--- config.mk ---
export PLATFORM = sky130hd
export DESIGN_NAME = lcd_char_ctrl
export DESIGN_NICKNAME = d
export VERILOG_FILES = /design/src/rtl/lcd_char_ctrl.sv
export SDC_FILE = /design/constraint.sdc
export NUM_CORES = 1
export LEC_CHECK = 0
export BUFFER_PORTS_ARGS = -buffer_cell sky130_fd_sc_hd__buf_2
export CELL_PAD_IN_SITES_DETAIL_PLACEMENT = 1
export CELL_PAD_IN_SITES_GLOBAL_PLACEMENT = 1
export CORE_ASPECT_RATIO = 1.2
export CORE_UTILIZATION = 54
export CTS_BUF_LIST = sky130_fd_sc_hd__clkbuf_4
export DETAILED_ROUTE_END_ITERATION = 8
export GPL_TIMING_DRIVEN = 0
export PLACE_DENSITY = 0.89
export RECOVER_POWER = 25
export SYNTH_ARGS = -nofsm -noshare
export SYNTH_HDL_FRONTEND = slang
export SYNTH_SLANG_ARGS = --single-unit
--- constraint.sdc ---
create_clock -name clk -period 3 [get_ports clk]
set_input_delay 0.15 -clock clk [delete_from_list [all_inputs] [get_ports clk]]
set_output_delay 0.15 -clock clk [all_outputs]
set_load 0.05 [all_outputs]
--- src/rtl/lcd_char_ctrl.sv ---
// HD44780-class character LCD controller, 4-bit write-only interface.
// Holds a ROWS x COLS character buffer and refreshes it to the panel continuously.
module lcd_char_ctrl #(
  parameter int ROWS            = 2,
  parameter int COLS            = 16,
  parameter int NIB_CYCLES      = 8192,
  parameter int INIT_NIB_CYCLES = 524288,
  parameter int POR_CYCLES      = 1000000,
  parameter int AW              = $clog2(ROWS*COLS)
) (
  input  logic          clk,
  input  logic          rst_n,
  input  logic          wr_en,
  input  logic [AW-1:0] wr_addr,
  input  logic [7:0]    wr_data,
  input  logic          blank,
  output logic          ready,
  output logic          frame_done,
  output logic          lcd_rs,
  output logic          lcd_rw,
  output logic          lcd_e,
  output logic [3:0]    lcd_d
);

  // state    | meaning
  // POR_WAIT | power-on settle, all pins low
  // INIT     | twelve slow nibbles bringing the panel into 4-bit mode
  // REFRESH  | endless cursor-command + character stream, row by row

  localparam int DEPTH = ROWS * COLS;
  localparam int IW    = (DEPTH > 1) ? $clog2(DEPTH) : 1;
  localparam int RW    = (ROWS > 1) ? $clog2(ROWS) : 1;
  localparam int CLW   = (COLS > 1) ? $clog2(COLS) : 1;
  localparam int MAX_A = (POR_CYCLES > INIT_NIB_CYCLES) ? POR_CYCLES : INIT_NIB_CYCLES;
  localparam int MAXN  = (MAX_A > NIB_CYCLES) ? MAX_A : NIB_CYCLES;
  localparam int CW    = $clog2(MAXN + 1);

  localparam logic [CW-1:0]  POR_LAST   = CW'(POR_CYCLES - 1);
  localparam logic [CW-1:0]  INIT_LAST  = CW'(INIT_NIB_CYCLES - 1);
  localparam logic [CW-1:0]  INIT_E_ON  = CW'(INIT_NIB_CYCLES / 4);
  localparam logic [CW-1:0]  INIT_E_OFF = CW'((3 * INIT_NIB_CYCLES) / 4);
  localparam logic [CW-1:0]  NIB_LAST   = CW'(NIB_CYCLES - 1);
  localparam logic [CW-1:0]  NIB_E_ON   = CW'(NIB_CYCLES / 4);
  localparam logic [CW-1:0]  NIB_E_OFF  = CW'((3 * NIB_CYCLES) / 4);
  localparam logic [AW:0]    DEPTH_A    = (AW+1)'(DEPTH);
  localparam logic [RW-1:0]  ROW_LAST   = RW'(ROWS - 1);
  localparam logic [CLW-1:0] COL_LAST   = CLW'(COLS - 1);
  localparam logic [7:0]     COLS_B     = 8'(COLS);

  typedef enum logic [1:0] {POR_WAIT, INIT, REFRESH} state_t;

  state_t         state;
  logic [CW-1:0]  cnt;
  logic [3:0]     init_idx;
  logic [RW-1:0]  row;
  logic [CLW-1:0] col;
  logic           is_cmd;
  logic           lo;
  logic [7:0]     hold;
  logic [7:0]     char_mem [DEPTH];

  logic [CW-1:0]  slot_last;
  logic [CW-1:0]  e_on;
  logic [CW-1:0]  e_off;
  logic           e_win;
  logic [3:0]     init_nib;
  logic [7:0]     cmd_byte;
  logic [7:0]     char_byte;
  logic [IW-1:0]  rd_idx;
  logic [IW-1:0]  wr_idx;
  logic           wr_ok;
  logic           slot_end;

  assign lcd_rw    = 1'b0;
  assign wr_idx    = wr_addr[IW-1:0];
  assign wr_ok     = wr_en && ({1'b0, wr_addr} < DEPTH_A);
  assign rd_idx    = IW'(int'(row) * COLS + int'(col));
  assign char_byte = blank ? 8'h20 : char_mem[rd_idx];
  assign e_win     = (cnt >= e_on) && (cnt < e_off);
  assign slot_end  = (cnt == slot_last);

  always_comb begin
    if (state == INIT) begin
      slot_last = INIT_LAST;
      e_on      = INIT_E_ON;
      e_off     = INIT_E_OFF;
    end else begin
      slot_last = NIB_LAST;
      e_on      = NIB_E_ON;
      e_off     = NIB_E_OFF;
    end
  end

  // Rows 2 and 3 continue the DDRAM lines of rows 0 and 1 after COLS characters.
  always_comb begin
    cmd_byte = 8'h80;
    if (int'(row) == 1)      cmd_byte = 8'hC0;
    else if (int'(row) == 2) cmd_byte = 8'h80 | COLS_B;
    else if (int'(row) == 3) cmd_byte = 8'h80 | (8'h40 + COLS_B);
  end

  always_comb begin
    case (init_idx)
      4'd0, 4'd1, 4'd2: init_nib = 4'h3;
      4'd3, 4'd4:       init_nib = 4'h2;
      4'd5:             init_nib = 4'h8;
      4'd7:             init_nib = 4'hC;
      4'd9:             init_nib = 4'h1;
      4'd11:            init_nib = 4'h6;
      default:          init_nib = 4'h0;
    endcase
  end

  always_ff @(posedge clk) begin
    if (!rst_n) begin
      state      <= POR_WAIT;
      cnt        <= '0;
      init_idx   <= '0;
      row        <= '0;
      col        <= '0;
      is_cmd     <= 1'b1;
      lo         <= 1'b0;
      hold       <= 8'h20;
      ready      <= 1'b0;
      frame_done <= 1'b0;
      lcd_rs     <= 1'b0;
      lcd_e      <= 1'b0;
      lcd_d      <= 4'h0;
      for (int i = 0; i < DEPTH; i++) char_mem[i] <= 8'h20;
    end else begin
      frame_done <= 1'b0;
      if (wr_ok) char_mem[wr_idx] <= wr_data;

      case (state)
        POR_WAIT: begin
          if (cnt == POR_LAST) begin
            cnt   <= '0;
            state <= INIT;
          end else begin
            cnt <= cnt + 1'b1;
          end
        end

        INIT: begin
          lcd_rs <= 1'b0;
          lcd_e  <= e_win;
          if (cnt == '0) lcd_d <= init_nib;
          if (slot_end) begin
            cnt <= '0;
            if (init_idx == 4'd11) begin
              state    <= REFRESH;
              init_idx <= '0;
              row      <= '0;
              col      <= '0;
              is_cmd   <= 1'b1;
              lo       <= 1'b0;
            end else begin
              init_idx <= init_idx + 1'b1;
            end
          end else begin
            cnt <= cnt + 1'b1;
          end
        end

        REFRESH: begin
          ready <= 1'b1;
          lcd_e <= e_win;
          if (cnt == '0) begin
            if (is_cmd) begin
              lcd_rs <= 1'b0;
              lcd_d  <= lo ? cmd_byte[3:0] : cmd_byte[7:4];
            end else begin
              lcd_rs <= 1'b1;
              if (!lo) begin
                // Latch the whole byte so both nibbles come from the same value.
                hold  <= char_byte;
                lcd_d <= char_byte[7:4];
              end else begin
                lcd_d <= hold[3:0];
              end
            end
          end
          if (slot_end) begin
            cnt <= '0;
            lo  <= ~lo;
            if (lo) begin
              if (is_cmd) begin
                is_cmd <= 1'b0;
                col    <= '0;
              end else if (col == COL_LAST) begin
                is_cmd <= 1'b1;
                col    <= '0;
                if (row == ROW_LAST) begin
                  row        <= '0;
                  frame_done <= 1'b1;
                end else begin
                  row <= row + 1'b1;
                end
              end else begin
                col <= col + 1'b1;
              end
            end
          end else begin
            cnt <= cnt + 1'b1;
          end
        end

        default: begin
          state <= POR_WAIT;
          cnt   <= '0;
        end
      endcase
    end
  end

endmodule

==> metrics, run 1 <==
Required @ worst endpoint 3.63 ns; Pleak 0.00545 uW; Slew headroom 0.0270; Area Overhead vs Synth 12.1%; crit-path cells buf_2, buf_4, buf_4, buf_4, clkbuf_4, mux2i_1, nand4b_1, nand4_1, o22ai_1; failing checks design-rule violations; Reg2Reg Setup Slack 0.03 ns; combinational power share 0.126; Worst Tran Pin Value 1.44 ns; fin nets 1289; post-synthesis register bit count 305; Worst path top cell family by delay buffers and inverters; hold_sp rst_n; IO buf count 24; Critical Path AT 3.60 ns; post-DR wirelength/cell 29.4 um; first-pass GRT wire length 72.1 mm; Initial Util 0.551; Synth Area per Inst 12.8 sq um; Worst path slowest cell mux2i_1; Synth Flop Type edfxtp_1; Die Y 182 um; Reg-to-Reg Start col[1]$_SDFFE_PN0P_; full die area 27600 sq um; Unique masters post-synth 56; row count 65; RSZ-0062 raised after global routing false; WHS Endpoint init_idx[3]$_SDFFE_PN0N_; multi-input combinational cell area 5550 sq um; Final ANT Viol Nets 0; Vias 10900; DRC 4; DR vias/cell 6.61; Final Max Tran Viols 0; antenna violations before repair 4; Final Hold Viols 0; most common cell after layout, fill and taps aside edfxtp_1; Max Cap Violations 0; H-tree levels 3; worst hold stages 3; Clock Path Buffers 3; final core occ 0.618; vias in the first global route 11600; Psw 2740 uW; largest net degree at the start of global routing 12; Chip Width 152 um; pre-CTS setup slack -0.637 ns; CP startpoint kind register; critical setup path kind reg -> reg; clk_skew 0.0408 ns; max incr delay on CP 0.43 ns; FF-to-FF End lcd_d[1]$_SDFFE_PN0P_; CP Max Fanout 10; total iterations of the first detailed-routing run 8; run status finished, violations left; gr ovfl total 0; R2R depth 9; setup repair bufs after CTS 0; Final Power 9960 uW; DRT Wirelength 48.3 mm; minimum clock period 2.97 ns; Core Area 26400 sq um; number of flops mapped to enable cells by yosys 256; Int Pwr 7220 uW; post-DP HPWL 32.5 mm; Mapped Cells 1139; commonest cells after routing, fill and taps aside 256 x edfxtp_1, 140 x and2_1, 117 x clkbuf_4; CP most frequent cell buf_4; worst hold path type in -> reg; met2 Track Usage GR 0.612; register area share after synthesis 0.595; Synth Net Count 1168; fill cell count 2670; CTS tree built; Clock power frac 0.377; sw frac 0.275; starting DRC count in detailed routing 1255; Critical path buffers and inverters 5; pwr dens 610 nW/um^2; Overall Global Routing Usage 0.363; layout cells sized above 1 0.192; Ports 26; sequential share of power 0.498; final setup violation count 0; YS warnings 0; CP endpoint kind register; IR Drop Worst-Case VDD 0.299 mV; clk sink count 305; post-route setup TNS 0 ns; worst-skew pair later-pin latency 0.75 ns; Setup WS post-layout 0.0288 ns; Register Area 8670 sq um; met3 global-route usage 0.0857; GP Congestion 0.933; Mapped Area 14600 sq um; Clock transition at path regs 0.07 ns; Synth async-reset ratio 0; number of buffers created by CTS 79; busiest grt layer met2; Fmax 337 MHz; clock root buffer clkbuf_4; fin crit share 0.990; GR Util met1 0.405
worst max path at each step:
stage | startpoint | to | slack [ns] | cells past startpoint
floorplan | state[1]$_SDFFE_PN0P_ | init_nib[0]$_DFF_P_ | 0.36 | 10
global placement | col[2]$_SDFFE_PN0P_ | hold[1]$_SDFFE_PN0P_ | -0.60 | 8
detailed placement | col[2]$_SDFFE_PN0P_ | hold[1]$_SDFFE_PN0P_ | -0.64 | 8
CTS | col[2]$_SDFFE_PN0P_ | hold[1]$_SDFFE_PN0P_ | 0.001 | 7
global route | state[1]$_SDFFE_PN0P_ | init_nib[1]$_DFF_P_ | 0.001 | 10
finish | col[1]$_SDFFE_PN0P_ | lcd_d[1]$_SDFFE_PN0P_ | 0.03 | 9
synthesized netlist by cell type (all sizes together), types with 6 or more instances:
master  count  area (sq um)
and3        6          37.5
nand3      35           180
edfxtp    256          7690
mux2i      25           250
nor4       11          68.8
and2      225          1410
o21ai      44           220
xnor2      12           105
ha         12           150
xor2        8          70.1
nor3       10          55.1
nand2      37           139
a21oi      15          75.1
nand4      15          93.8
mux4       62          1400
inv        15          56.3
buf        19           115
nand3b      9          67.6
dfxtp      49           981
or3        40           255
clkbuf     64           240
nor2b      16           100
nor2       98           368
a31oi      10          62.6
per-stage QoR:
step	cells	instance area, sq um	hold WS [ns]
finish	1642	16300	0.0652
global route	1642	16300	0.0616
CTS	1640	16300	0.0344
detailed placement	1505	15100	0.451
global placement	1498	15100	0.444
floorplan	1139	14600	0.319
cell families (layout without fill, tap and decap cells):
group | Yosys count | count (layout) | share of synthesized area
compound gates | 100 | 100 | 0.0426
xor+xnor | 20 | 20 | 0.0120
fa+ha+maj | 12 | 12 | 0.0103
buf+inv | 98 | 265 | 0.0283
flops | 305 | 305 | 0.595
mux | 89 | 89 | 0.115
other cells | 1 | 2 | 0.000257
simple gates | 514 | 514 | 0.197
layout make-up:
type                            count  area share
Timing Repair Buffer               42      0.0159
Multi-Input combinational cell    736       0.340
Tap cell                          335      0.0257
Clock buffer                      115      0.0529
Clock inverter                     12     0.00782
Buffer                             81      0.0227
Antenna cell                        1    0.000153
Sequential cell                   305       0.531
Inverter                           15     0.00345
power groups by stage:
stage | Combinational, uW | Sequential, uW | Clock (uW)
2_1_floorplan | 693 | 5100 | 0
3_3_place_gp | 1140 | 5010 | 0
3_5_place_dp | 1200 | 5040 | 0
4_1_cts | 1230 | 4960 | 3780
5_1_grt | 1350 | 4980 | 3920
6_report | 1250 | 4960 | 3750
metal layers:
metal,vias up,wire (um)
met5,-,27
met4,4,3770
met3,270,4450
met2,725,23500
met1,5402,16500
li1,4455,-
worst reg2reg max path, cell delays in order (launching register included):
cell and delay, ns:
dfxtp_1 0.34, buf_2 0.36, buf_4 0.35, buf_4 0.33
buf_4 0.34, clkbuf_4 0.36, mux2i_1 0.43, nand4b_1 0.17
nand4_1 0.14, o22ai_1 0.07
registers in the layout, indices dropped and copies added, names as in the netlist:
| register | flops |
|---|---|
| lcd_d | 4 |
| col | 4 |
| is_cmd | 1 |
| lo | 1 |
| init_idx | 4 |
| hold | 4 |
| cnt | 20 |
| lcd_rs | 1 |
| row | 1 |
| init_nib | 4 |
| char_mem | 256 |
| state | 2 |
| ready | 1 |
| lcd_e | 1 |
| frame_done | 1 |
timing repair:
| action | CTS | global route |
|---|---|---|
| pin swaps | 0 | 0 |
| hold buffers | 9 | 0 |
| hold endpoints to repair | 22 | 0 |
| endpoints found under the setup margin | 19 | 22 |
| gates resized for setup | 17 | 12 |
Power figures use the tool's default switching activity.
==> inputs of run 2 (changes only) <==
- CORE_ASPECT_RATIO: 1.2 -> 1.4
==> run 2 against run 1 <==
Effect of this change: via count decreased by 1.2%; clock skew increased by 0.011 ns; largest power group unchanged; clock power increased by 3%; register-to-register slack improved by 0.03 ns; worst setup slack improved by 0.031 ns; the run now ends clean; maximum frequency increased by 1.1%; critical path type unchanged; final cell count increased by 0.43%; die area about the same.
==> metrics, run 2 (synthesized netlist as in run 1, its figures left out) <==
Vias 10700; post-DP HPWL 33.1 mm; Pleak 0.00550 uW; Final Power 10200 uW; RSZ-0062 raised after global routing true; clk_skew 0.0518 ns; GP Congestion 0.877; Critical Path AT 3.54 ns; Largest regs char_mem x256, cnt x20; CTS tree built; Initial Util 0.554; fill cell count 2649; DRT Wirelength 47.6 mm; worst hold path type in -> reg; CP endpoint kind register; post-route setup TNS 0 ns; post-DR wirelength/cell 28.9 um; multi-input combinational cell area 5570 sq um; fin nets 1295; most common cell after layout, fill and taps aside edfxtp_1; full die area 27600 sq um; fin crit share 0.980; largest net degree at the start of global routing 11; clock root buffer clkbuf_4; commonest cells after routing, fill and taps aside 256 x edfxtp_1, 135 x and2_1, 115 x clkbuf_4; Final Hold Viols 0; Hold Worst Slack 0.179 ns; largest reg by FF count char_mem; H-tree levels 3; Final Max Tran Viols 0; IO buf count 24; DRC 0; run status finished, final reports clean; Die Y 196 um; Slew headroom 0.0793; critical setup path kind reg -> reg; Chip Width 141 um; Largest register FFs 256; Clock transition at path regs 0.07 ns; first-pass GRT wire length 70.6 mm; Clock Path Buffers 3; vias in the first global route 11600; row count 70; minimum clock period 2.94 ns; starting DRC count in detailed routing 871; Overall Global Routing Usage 0.358; Max Cap Violations 0; CP Max Fanout 19; CP startpoint kind register; total iterations of the first detailed-routing run 8; final setup violation count 0; IR Drop Worst-Case VDD 0.382 mV; DR vias/cell 6.50; pwr dens 619 nW/um^2; Required @ worst endpoint 3.60 ns; Reg2Reg Setup Slack 0.06 ns; antenna violations before repair 5; Ports 26; gr ovfl total 0; layout cells sized above 1 0.196; Register Area 8670 sq um; worst-skew pair later-pin latency 0.75 ns; Core Area 26300 sq um; Worst Tran Pin Value 1.37 ns; number of buffers created by CTS 76; Final ANT Viol Nets 0; Area Overhead vs Synth 12.9%; Fmax 340 MHz; clk sink count 305
## run 2: cell count changes in the layout (fill, tap and decap cells not counted), moves of 4 or more
| cell | delta |
|---|---|
| buf_2 | -4 |
| o21ai_1 | -5 |
| and2_0 | +5 |
| o21ai_0 | +5 |
| clkinv_1 | +9 |
| and2_1 | -5 |
| buf_4 | +9 |
## run 2: path summary, 6_finish.rpt
| check | from | to | cells after the start |
|---|---|---|---|
| max | col[1]$_SDFFE_PN0P_ | lcd_d[0]$_SDFFE_PN0P_ | 9 |
| min | wr_addr[3] | char_mem[11][7]$_SDFFCE_PN0P_ | 4 |
| max reg2reg | col[1]$_SDFFE_PN0P_ | lcd_d[0]$_SDFFE_PN0P_ | 9 |
| min reg2reg | hold[3]$_SDFFE_PN0P_ | hold[3]$_SDFFE_PN0P_ | 2 |
## run 2: report_power, final
| group | internal [uW] | switching (uW) |
|---|---|---|
| registers | 4840 | 127 |
| clock network | 2070 | 1800 |
| logic | 440 | 900 |
## run 2: per-stage QoR
step	instances	cell area [sq um]	utilization	worst slack (ns)
after global placement	1487	15100	0.574	-0.515
after floorplan	1139	14600	-	0.358
after CTS	1640	16300	0.621	0.0237
after global routing	1649	16400	0.626	-0.0280
final	1649	16400	0.626	0.0603
after detailed placement	1494	15100	0.576	-0.449
## run 2: per-layer routing
| layer | routed length (um) | vias up | GRT usage |
|---|---|---|---|
| li1 | - | 4475 | - |
| met1 | 16100 | 5339 | 0.390 |
| met2 | 23600 | 692 | 0.606 |
| met3 | 4210 | 215 | 0.0830 |
| met4 | 3670 | 2 | 0.274 |
| met5 | 11 | - | 0 |
## run 2: final cells by class
class,count,area share
clock inverter,23,0.0119
timing repair buffer,50,0.0195
inverter,15,0.00365
sequential,305,0.527
tap,324,0.0246
antenna,1,0.000152
buffer,82,0.0226
clock buffer,113,0.0516
multi-input combinational,736,0.339
## run 2: what timing repair did
item | 4_1_cts | 5_1_grt
hold buffers | 10 | 0
endpoints found under the hold margin | 23 | 0
buffers inserted | 0 | 7
resized for setup | 12 | 19
pin swaps | 0 | 3
endpoints found under the setup margin | 15 | 30
## run 2: critical path, stage by stage (launching register included)
cell,delay [ns]
dfxtp_1,0.33
buf_2,0.37
buf_4,0.34
buf_4,0.44
mux4_2,0.40
mux2_2,0.35
o221ai_1,0.30
a21oi_1,0.08
nand2_1,0.11
a31oi_1,0.09
